[src/rtl/flash_pkg.sv]
// Shared definitions for the 32-bit bus to 16-bit NOR flash bridge.
package flash_pkg;

  typedef enum logic [2:0] {
    IDLE,
    RY_WAIT,
    RD,
    WR_SETUP,
    WR_PULSE,
    WR_HOLD,
    DONE
  } state_e;

  localparam int T_ACC_DEF      = 5;
  localparam int T_WP_DEF       = 3;
  localparam int RY_TIMEOUT_DEF = 1048576;

  localparam logic [1:0] HALF0_OFF = 2'b00;
  localparam logic [1:0] HALF1_OFF = 2'b10;

  // Half 0 carries bits [31:16] (big-endian), half 1 carries bits [15:0].
  function automatic logic [26:0] half_addr(input logic [24:0] word, input logic half);
    return {word, (half ? HALF1_OFF : HALF0_OFF)};
  endfunction

endpackage

[src/rtl/sync2.sv]
// Two-flop synchronizer for the asynchronous flash ready/busy line.
module sync2 (
  input  logic clk,
  input  logic rst_n,
  input  logic d,
  output logic q
);

  logic s1_q;
  logic s2_q;

  always_ff @(posedge clk or negedge rst_n) begin
    if (!rst_n) begin
      s1_q <= 1'b0;
      s2_q <= 1'b0;
    end else begin
      s1_q <= d;
      s2_q <= s1_q;
    end
  end

  assign q = s2_q;

endmodule

[src/rtl/flash_ctrl.sv]
// 32-bit bus slave that splits each access into two big-endian 16-bit flash cycles,
// with registered flash strobes, ready/busy polling and a ready-timeout fault.
module flash_ctrl
  import flash_pkg::*;
#(
  parameter int T_ACC      = T_ACC_DEF,
  parameter int T_WP       = T_WP_DEF,
  parameter int RY_TIMEOUT = RY_TIMEOUT_DEF
) (
  input  logic        clk,
  input  logic        rst_n,
  input  logic [26:0] address,
  input  logic        read,
  input  logic        write,
  input  logic [31:0] writedata,
  input  logic [3:0]  byteenable,
  output logic [31:0] readdata,
  output logic        waitrequest,
  output logic        fault,
  output logic [26:0] fl_addr,
  output logic [15:0] fl_dout,
  output logic        fl_dout_en,
  input  logic [15:0] fl_din,
  output logic        fl_ce_n,
  output logic        fl_oe_n,
  output logic        fl_we_n,
  input  logic        fl_ry
);

  state_e      state_q, state_d;
  logic        half_q, half_d;
  logic        pend_q, pend_d;
  logic        is_rd_q, is_rd_d;
  logic [31:0] cnt_q, cnt_d;
  logic [15:0] rd_hi_q, rd_hi_d;
  logic [31:0] readdata_q, readdata_d;
  logic        fault_q, fault_d;
  logic [26:0] fl_addr_q, fl_addr_d;
  logic [15:0] fl_dout_q, fl_dout_d;
  logic        fl_dout_en_q, fl_dout_en_d;
  logic        fl_ce_n_q, fl_ce_n_d;
  logic        fl_oe_n_q, fl_oe_n_d;
  logic        fl_we_n_q, fl_we_n_d;
  logic        ry_s;
  logic        need_h0, need_h1;
  logic        unused_addr;

  sync2 u_ry_sync (
    .clk   (clk),
    .rst_n (rst_n),
    .d     (fl_ry),
    .q     (ry_s)
  );

  assign need_h0     = |byteenable[3:2];
  assign need_h1     = |byteenable[1:0];
  assign unused_addr = ^address[1:0];

  always_comb begin
    state_d    = state_q;
    half_d     = half_q;
    pend_d     = pend_q;
    is_rd_d    = is_rd_q;
    cnt_d      = cnt_q + 32'd1;
    rd_hi_d    = rd_hi_q;
    readdata_d = readdata_q;
    fault_d    = 1'b0;

    unique case (state_q)
      IDLE: begin
        cnt_d = '0;
        if (read) begin
          is_rd_d = 1'b1;
          half_d  = 1'b0;
          pend_d  = 1'b1;
          state_d = ry_s ? RD : RY_WAIT;
        end else if (write) begin
          is_rd_d = 1'b0;
          half_d  = !need_h0;
          pend_d  = 1'b1;
          if (!need_h0 && !need_h1) begin
            pend_d  = 1'b0;
            state_d = DONE;
          end else begin
            state_d = ry_s ? WR_SETUP : RY_WAIT;
          end
        end
      end
      RY_WAIT: begin
        // The first cycle never exits, so a stale ready from before the write is ignored.
        if (cnt_q >= 32'd1 && ry_s) begin
          cnt_d = '0;
          if (pend_q) state_d = is_rd_q ? RD : WR_SETUP;
          else        state_d = DONE;
        end else if (cnt_q == 32'(RY_TIMEOUT - 1)) begin
          cnt_d      = '0;
          fault_d    = 1'b1;
          readdata_d = '1;
          state_d    = DONE;
        end
      end
      RD: begin
        if (cnt_q == 32'(T_ACC - 1)) begin
          cnt_d = '0;
          if (!half_q) begin
            rd_hi_d = fl_din;
            half_d  = 1'b1;
          end else begin
            readdata_d = {rd_hi_q, fl_din};
            state_d    = DONE;
          end
        end
      end
      WR_SETUP: begin
        cnt_d   = '0;
        state_d = WR_PULSE;
      end
      WR_PULSE: begin
        if (cnt_q == 32'(T_WP - 1)) begin
          cnt_d   = '0;
          state_d = WR_HOLD;
        end
      end
      WR_HOLD: begin
        cnt_d   = '0;
        state_d = RY_WAIT;
        if (!half_q && need_h1) begin
          half_d = 1'b1;
          pend_d = 1'b1;
        end else begin
          pend_d = 1'b0;
        end
      end
      DONE: begin
        cnt_d   = '0;
        state_d = IDLE;
      end
      default: state_d = IDLE;
    endcase

    // Strobes are decoded from the next state so the flops present them for the whole state.
    fl_ce_n_d    = 1'b1;
    fl_oe_n_d    = 1'b1;
    fl_we_n_d    = 1'b1;
    fl_dout_en_d = 1'b0;
    fl_addr_d    = fl_addr_q;
    fl_dout_d    = fl_dout_q;
    unique case (state_d)
      RD: begin
        fl_ce_n_d = 1'b0;
        fl_oe_n_d = 1'b0;
        fl_addr_d = half_addr(address[26:2], half_d);
      end
      WR_SETUP: begin
        fl_ce_n_d    = 1'b0;
        fl_dout_en_d = 1'b1;
        fl_addr_d    = half_addr(address[26:2], half_d);
        fl_dout_d    = half_d ? writedata[15:0] : writedata[31:16];
      end
      WR_PULSE: begin
        fl_ce_n_d    = 1'b0;
        fl_dout_en_d = 1'b1;
        fl_we_n_d    = 1'b0;
      end
      WR_HOLD: begin
        fl_ce_n_d    = 1'b0;
        fl_dout_en_d = 1'b1;
      end
      default: ;
    endcase
  end

  always_ff @(posedge clk or negedge rst_n) begin
    if (!rst_n) begin
      state_q      <= IDLE;
      half_q       <= 1'b0;
      pend_q       <= 1'b0;
      is_rd_q      <= 1'b0;
      cnt_q        <= '0;
      rd_hi_q      <= '0;
      readdata_q   <= '0;
      fault_q      <= 1'b0;
      fl_addr_q    <= '0;
      fl_dout_q    <= '0;
      fl_dout_en_q <= 1'b0;
      fl_ce_n_q    <= 1'b1;
      fl_oe_n_q    <= 1'b1;
      fl_we_n_q    <= 1'b1;
    end else begin
      state_q      <= state_d;
      half_q       <= half_d;
      pend_q       <= pend_d;
      is_rd_q      <= is_rd_d;
      cnt_q        <= cnt_d;
      rd_hi_q      <= rd_hi_d;
      readdata_q   <= readdata_d;
      fault_q      <= fault_d;
      fl_addr_q    <= fl_addr_d;
      fl_dout_q    <= fl_dout_d;
      fl_dout_en_q <= fl_dout_en_d;
      fl_ce_n_q    <= fl_ce_n_d;
      fl_oe_n_q    <= fl_oe_n_d;
      fl_we_n_q    <= fl_we_n_d;
    end
  end

  assign waitrequest = (read | write) & (state_q != DONE);
  assign readdata    = readdata_q;
  assign fault       = fault_q;
  assign fl_addr     = fl_addr_q;
  assign fl_dout     = fl_dout_q;
  assign fl_dout_en  = fl_dout_en_q;
  assign fl_ce_n     = fl_ce_n_q;
  assign fl_oe_n     = fl_oe_n_q;
  assign fl_we_n     = fl_we_n_q;

endmodule

[config.mk]
export PLATFORM = sky130hd
export DESIGN_NAME = flash_ctrl
export DESIGN_NICKNAME = d
export VERILOG_FILES = /design/src/rtl/flash_pkg.sv /design/src/rtl/sync2.sv /design/src/rtl/flash_ctrl.sv
export SDC_FILE = /design/constraint.sdc
export NUM_CORES = 1
export LEC_CHECK = 0
export ABC_AREA = 1
export ABC_CLOCK_PERIOD_IN_PS = 4300
export CAP_MARGIN = 40
export CORE_MARGIN = 2
export CORE_UTILIZATION = 53
export DETAILED_ROUTE_END_ITERATION = 10
export HOLD_SLACK_MARGIN = 0.02
export PLACE_DENSITY = 0.86
export SETUP_SLACK_MARGIN = 0.1
export SLEW_MARGIN = 20
export SYNTH_ARGS = -nofsm -noshare
export SYNTH_HDL_FRONTEND = slang
export SYNTH_SLANG_ARGS = --single-unit
[constraint.sdc]
create_clock -name clk -period 4.3 [get_ports clk]
set_input_delay 0.43 -clock clk [delete_from_list [all_inputs] [get_ports clk]]
set_output_delay 0.43 -clock clk [all_outputs]
set_load 0.02 [all_outputs]
Yosys cells after proc, flatten, opt, wreduce, memory -nomap -nowiden:

Index checks and enable logic that the tools add are counted.

* flip-flop bits (word level): 136
* input bits: 84
* output and inout bits: 81
* logic and storage cells: 104

* add/sub/neg operators: 1
* order comparisons: 1
* equality and inequality tests: 19
* mux-type cells: 44
* bitwise logic cells: 3
* reductions and logical operators: 20

Operator list (number)
* 32-bit two-way mux: 8
* 32-bit one-hot mux with 4 select lines: 1
* 32-bit one-hot mux with 2 select lines: 1
* 32-bit by 1-bit adder with 32-bit output (second input constant): 1
* 32-bit by 2-bit == test with 1-bit output (second input constant): 1
* 32-bit by 20-bit == test with 1-bit output (second input constant): 1
* 32-bit by 3-bit == test with 1-bit output (second input constant): 1
* 32-bit by 1-bit greater-or-equal comparator with 1-bit output (second input constant): 1
* 3-bit two-way mux: 9
* 1-bit two-way mux: 18
* 3-bit one-hot mux with 6 select lines: 1
* 16-bit two-way mux: 1
* 3-bit == test (second input constant): 5
* 3-bit by 2-bit == test with 1-bit output (second input constant): 4
* 2-bit inequality test (second input constant): 4
* 4-bit OR reduction: 2
* 2-bit two-way mux: 3
* 3-bit inequality test (second input constant): 2
* 2-bit nonzero test: 3
* 2-bit OR reduction: 3
* 5-bit AND reduction: 1
* 2-bit AND reduction: 2
* 3-bit by 1-bit == test with 1-bit output (second input constant): 1
* 1-bit logical AND: 3
* other kinds (9): 11

Longest topological paths before layout:

* depth in word-level cells: 10
* depth in mapped cells: 14
* mapped depth without buffers: 13

Cells and area by module:

A second synthesis with hierarchy kept.

* cells, all modules: 773
* area, all modules: 6718.9 µm²

Modules (own cells, without submodules)
* flash_ctrl: times used 1, cells each 771, area an instance 6668.9 µm², seq. area each 3331.9 µm²
* sync2: times used 1, cells each 2, area an instance 50.0 µm², seq. area each 50.0 µm²

Least setup slack after synthesis:

OpenSTA, ideal clock, no wires.

* kind: register -> register
* start point: reg cnt_q[0]
* end point: reg rd_hi_q[13]
* library setup time: 0.125 ns
* data arrival time: 1.792 ns
* required time: 4.175 ns
* setup slack: 2.383 ns
* stages on the path, launching flop included: 11
* buffers on the path: 1
* clock period less this slack: 1.917 ns
* cells stage by stage: dfrtp_1 -> inv_1 -> ha_1 -> nand3_1 -> nor2_1 -> nand2_1 -> nor2_1 -> nand2_2 -> nor2_4 -> buf_4 -> mux2_2

* longest elaborated chain between the ends: 2

Ends and longest elaborated chain
* from (decl): line flash_ctrl.sv:34 `logic [31:0] cnt_q, cnt_d;`
* from (signal assigned): line flash_ctrl.sv:194 `cnt_q <= cnt_d;`
* 32-bit by 3-bit == test with 1-bit output: line flash_ctrl.sv:103 `if (cnt_q == 32'(T_ACC - 1)) begin`
* 3-bit AND reduction (no source line)
* to (signal assigned): line flash_ctrl.sv:195 `rd_hi_q <= rd_hi_d;`
* to (decl): line flash_ctrl.sv:35 `logic [15:0] rd_hi_q, rd_hi_d;`

No other way between the ends.
A chain may end at the register's enable or synchronous reset.

Worst setup path in the final report:

* start point: reg state_q[2]
* end point: reg fl_addr_q[9], in the netlist fl_addr[9]

* longest elaborated chain between the ends: 5
* elaborated cells between the ends (all ways): 17
* classes of those cells: 7 x eq/ne; 8 x mux; 2 x reduce/logical

Ends and longest elaborated chain
* from (decl): line flash_ctrl.sv:30 `state_e state_q, state_d;`
* from (signal assigned): line flash_ctrl.sv:190 `state_q <= state_d;`
* 3-bit two-way mux (on tied branches): line flash_ctrl.sv:105, flash_ctrl.sv:77, flash_ctrl.sv:95
* 3-bit two-way mux (on tied branches): line flash_ctrl.sv:103, flash_ctrl.sv:72, flash_ctrl.sv:91
* 3-bit one-hot mux with 6 select lines *: line flash_ctrl.sv:69 `unique case (state_q)`
* 3-bit by 2-bit == test with 1-bit output: line flash_ctrl.sv:148 `unique case (state_d)`
* 2-bit OR reduction (no source line) *
* to (signal assigned): line flash_ctrl.sv:198 `fl_addr_q <= fl_addr_d;`
* to (decl): line flash_ctrl.sv:38 `logic [26:0] fl_addr_q, fl_addr_d;`

Every way passes the cells marked *; elsewhere a longest branch is shown, timed or not.

==> impl_metrics.json <==
{
  "portBuffers": 161,
  "maxCapViolCount": 0,
  "cp-start-kind": "flip-flop",
  "gp_congestion": 0.875,
  "register_area_mm2": 0.00338,
  "cp.arrival_ns": 3.18,
  "viasPerCell": 5.34,
  "cts_buffer_depth": 2,
  "grt_pass1_wl_mm": 26.8,
  "grt_max_degree": 82,
  "area_delta_synth_final_pct": 35.3,
  "grt_pass1_vias": 5651,
  "power_density_mw_per_mm2": 698,
  "rsz0062_at_grt": "no",
  "chipWidth_um": 115,
  "crit_fanout": 45,
  "finalClockSkew_ns": 0.0144,
  "layout_min_cycle_time_ns": 2.82,
  "diodes": 0,
  "cts_sinks": 135,
  "cts_made_buffers": 17,
  "dieHeight_um": 115,
  "cp_data_required_time_ns": 4.66,
  "finalNetCount": 1011,
  "finalHoldViolCount": 0,
  "mostFrequentLayoutCells": "nand2_1, clkdlybuf4s50_1, dfrtp_1, nor2_1, nand3_1",
  "antenna_found_initial": 0,
  "dieArea_mm2": 0.0131,
  "multi_input_area_mm2": 0.00280,
  "htreeDepth": 4,
  "drc": 0,
  "wl_per_cell_um": 14.9,
  "firstDrtPassIters": 5,
  "clock_latency_ns": 0.42,
  "core_area_mm2": 0.0120,
  "synth_edf_count": 0,
  "routed_wl_mm": 16.1,
  "finalWorstSetupSlack_ns": 1.48,
  "hold_class": "flip-flop to flip-flop",
  "yosysWarnings": 0,
  "synth.area.top_cells": "dfrtp_1, nand2_1, nor2_1",
  "max_freq_mhz": 355,
  "initial_core_util_pct": 54.2,
  "ir_worst_vdd_mv": 0.446,
  "dpl.hpwl_mm": 11.0,
  "drt-initial-drc-count": 404,
  "status": "complete, no violations",
  "syn_area_per_cell_um2": 8.45,
  "nFillCells": 853,
  "synth_area_mm2": 0.00648,
  "synth_nets": 855,
  "cts_tree": "done",
  "grt_usage_pct": 25.9,
  "setup_viol": 0,
  "yosysTopAreaCellShare_pct": 51.0,
  "ys_seq_elements": 135,
  "num_vias": 5779,
  "relSlewSlack_pct": 53.4,
  "drive_above_1_share_pct": 8.12,
  "cts-root-buf": "clkbuf_16",
  "tightest_slew_ns": 0.697,
  "yosys.area.top_type": "dfrtp_1",
  "synthFlopType": "dfrtp_1",
  "grt-ovfl-total": 0,
  "synth.distinct_cells": 39,
  "critical_path_class": "flip-flop to flip-flop",
  "end_kind": "flip-flop",
  "leakagePower_nw": 4.12,
  "final_common_cell": "nand2_1",
  "dp_worst_setup_slack_ns": 1.49,
  "rows": 40,
  "cts.repair.resized": 0,
  "tns_ns": 0,
  "cts_setup_buffers": 0,
  "fin_crit_sh_pct": 65.6,
  "slew_violations": 0,
  "drtAntennaViolNets": 0,
  "yosysSeqAreaShare_pct": 52.2,
  "syn_inst": 767,
  "async_flop_share_pct": 100,
  "pin_count": 165,
  "clk_pin_slew_worst_paths_ns": 0.07
}
-- timing repair --
| item | 4_1_cts | 5_1_grt |
|---|---|---|
| hold buffers | 1 | 0 |
| endpoints found under the setup margin | 0 | 0 |
| endpoints found under the hold margin | 24 | 0 |
-- registers in the layout (all words and copies together), names as in the netlist, 3 cells and up --
name      flops
fl_addr      26
state_q       3
rd_hi_q      16
fl_dout      16
cnt_q        32
readdata     32
-- cell usage after synthesis (2+ instances only) --
cell type and count:
o21ai_0 10, mux2_1 7, nor4_1 2, mux2_2 9, inv_2 3, a21oi_1 5, nand3_1 47, buf_2 16
nand2_1 226, nand3_2 2, buf_6 4, buf_4 4, xnor2_1 15, inv_1 29, xor2_1 13, nor3_1 13
ha_1 4, dfstp_2 3, o21ai_1 33, clkbuf_1 6, nor2_2 4, nand3_4 3, dfrtp_1 132, nand4_1 31
nand2_2 9, nor2_1 124
-- critical path: stages (launching register included) --
cell,delay (ns)
dfrtp_1,0.46
inv_1,0.13
nand2_2,0.54
o21ai_0,0.19
a21oi_1,0.26
nand3_4,0.47
nand3_4,0.49
nand2_1,0.12
nand2_1,0.08
-- stage by stage --
| stage | instances | power (W) | cell area (µm²) | util [%] | hold WS, ns |
|---|---|---|---|---|---|
| 6_report | 1083 | 0.00611 | 8760 | 73.3 | 0.344 |
| 4_1_cts | 1083 | 0.00615 | 8760 | 73.3 | 0.345 |
| 2_1_floorplan | 767 | 0.00371 | 6480 | - | 0.134 |
| 3_5_place_dp | 1050 | 0.00472 | 8180 | 68.4 | 0.316 |
| 5_1_grt | 1083 | 0.00652 | 8760 | 73.3 | 0.362 |
| 3_3_place_gp | 1047 | 0.00462 | 8110 | 67.8 | 0.338 |
-- cells by family after synthesis --
| kind of cell | after synthesis | synth area share [%] |
|---|---|---|
| AO/OA/AOI/OAI | 50 | 3.92 |
| buffers and inverters | 63 | 4.65 |
| adder cells (fa/ha/maj) | 4 | 0.773 |
| multiplexers | 17 | 2.94 |
| flip-flops | 135 | 52.2 |
| AND/OR/NAND/NOR | 469 | 31.7 |
| other | 1 | 0.0579 |
| XOR/XNOR | 28 | 3.79 |
-- area by class of cell --
type / instances / area share (%)
Multi-Input combinational cell: 569 / 31.9
Timing Repair Buffer: 167 / 19.5
Clock inverter: 14 / 1.51
Sequential cell: 135 / 38.6
Inverter: 33 / 1.41
Clock buffer: 18 / 5.01
Tap cell: 147 / 2.10
-- where the power goes --
part | switching, W | internal (W) | leakage (nW)
combinational | 0.00170 | 0.00108 | 2.13
sequential | 0.000244 | 0.00168 | 1.71
clock | 0.000618 | 0.000781 | 0.281
-- layer usage --
metal | global-route usage [%] | share of wire (%)
met1 | 31.6 | 40
met2 | 43.2 | 50
met3 | 7.31 | 7.0
met4 | 11.0 | 2.7
met5 | 0 | 0
-- final timing paths --
kind	start	endpoint	slack, ns	depth (start not counted)
max	state_q[2]	fl_addr[9]	1.48	8
min	u_ry_sync.s1_q	u_ry_sync.q	0.34	0
max reg2reg	state_q[2]	fl_addr[9]	1.48	8
min reg2reg	u_ry_sync.s1_q	u_ry_sync.q	0.34	0
max in group asynchronous	rst_n	readdata[6]	3.18	3
min in group asynchronous	rst_n	fl_dout[12]	0.46	2
(Power assumes the default switching activity.)
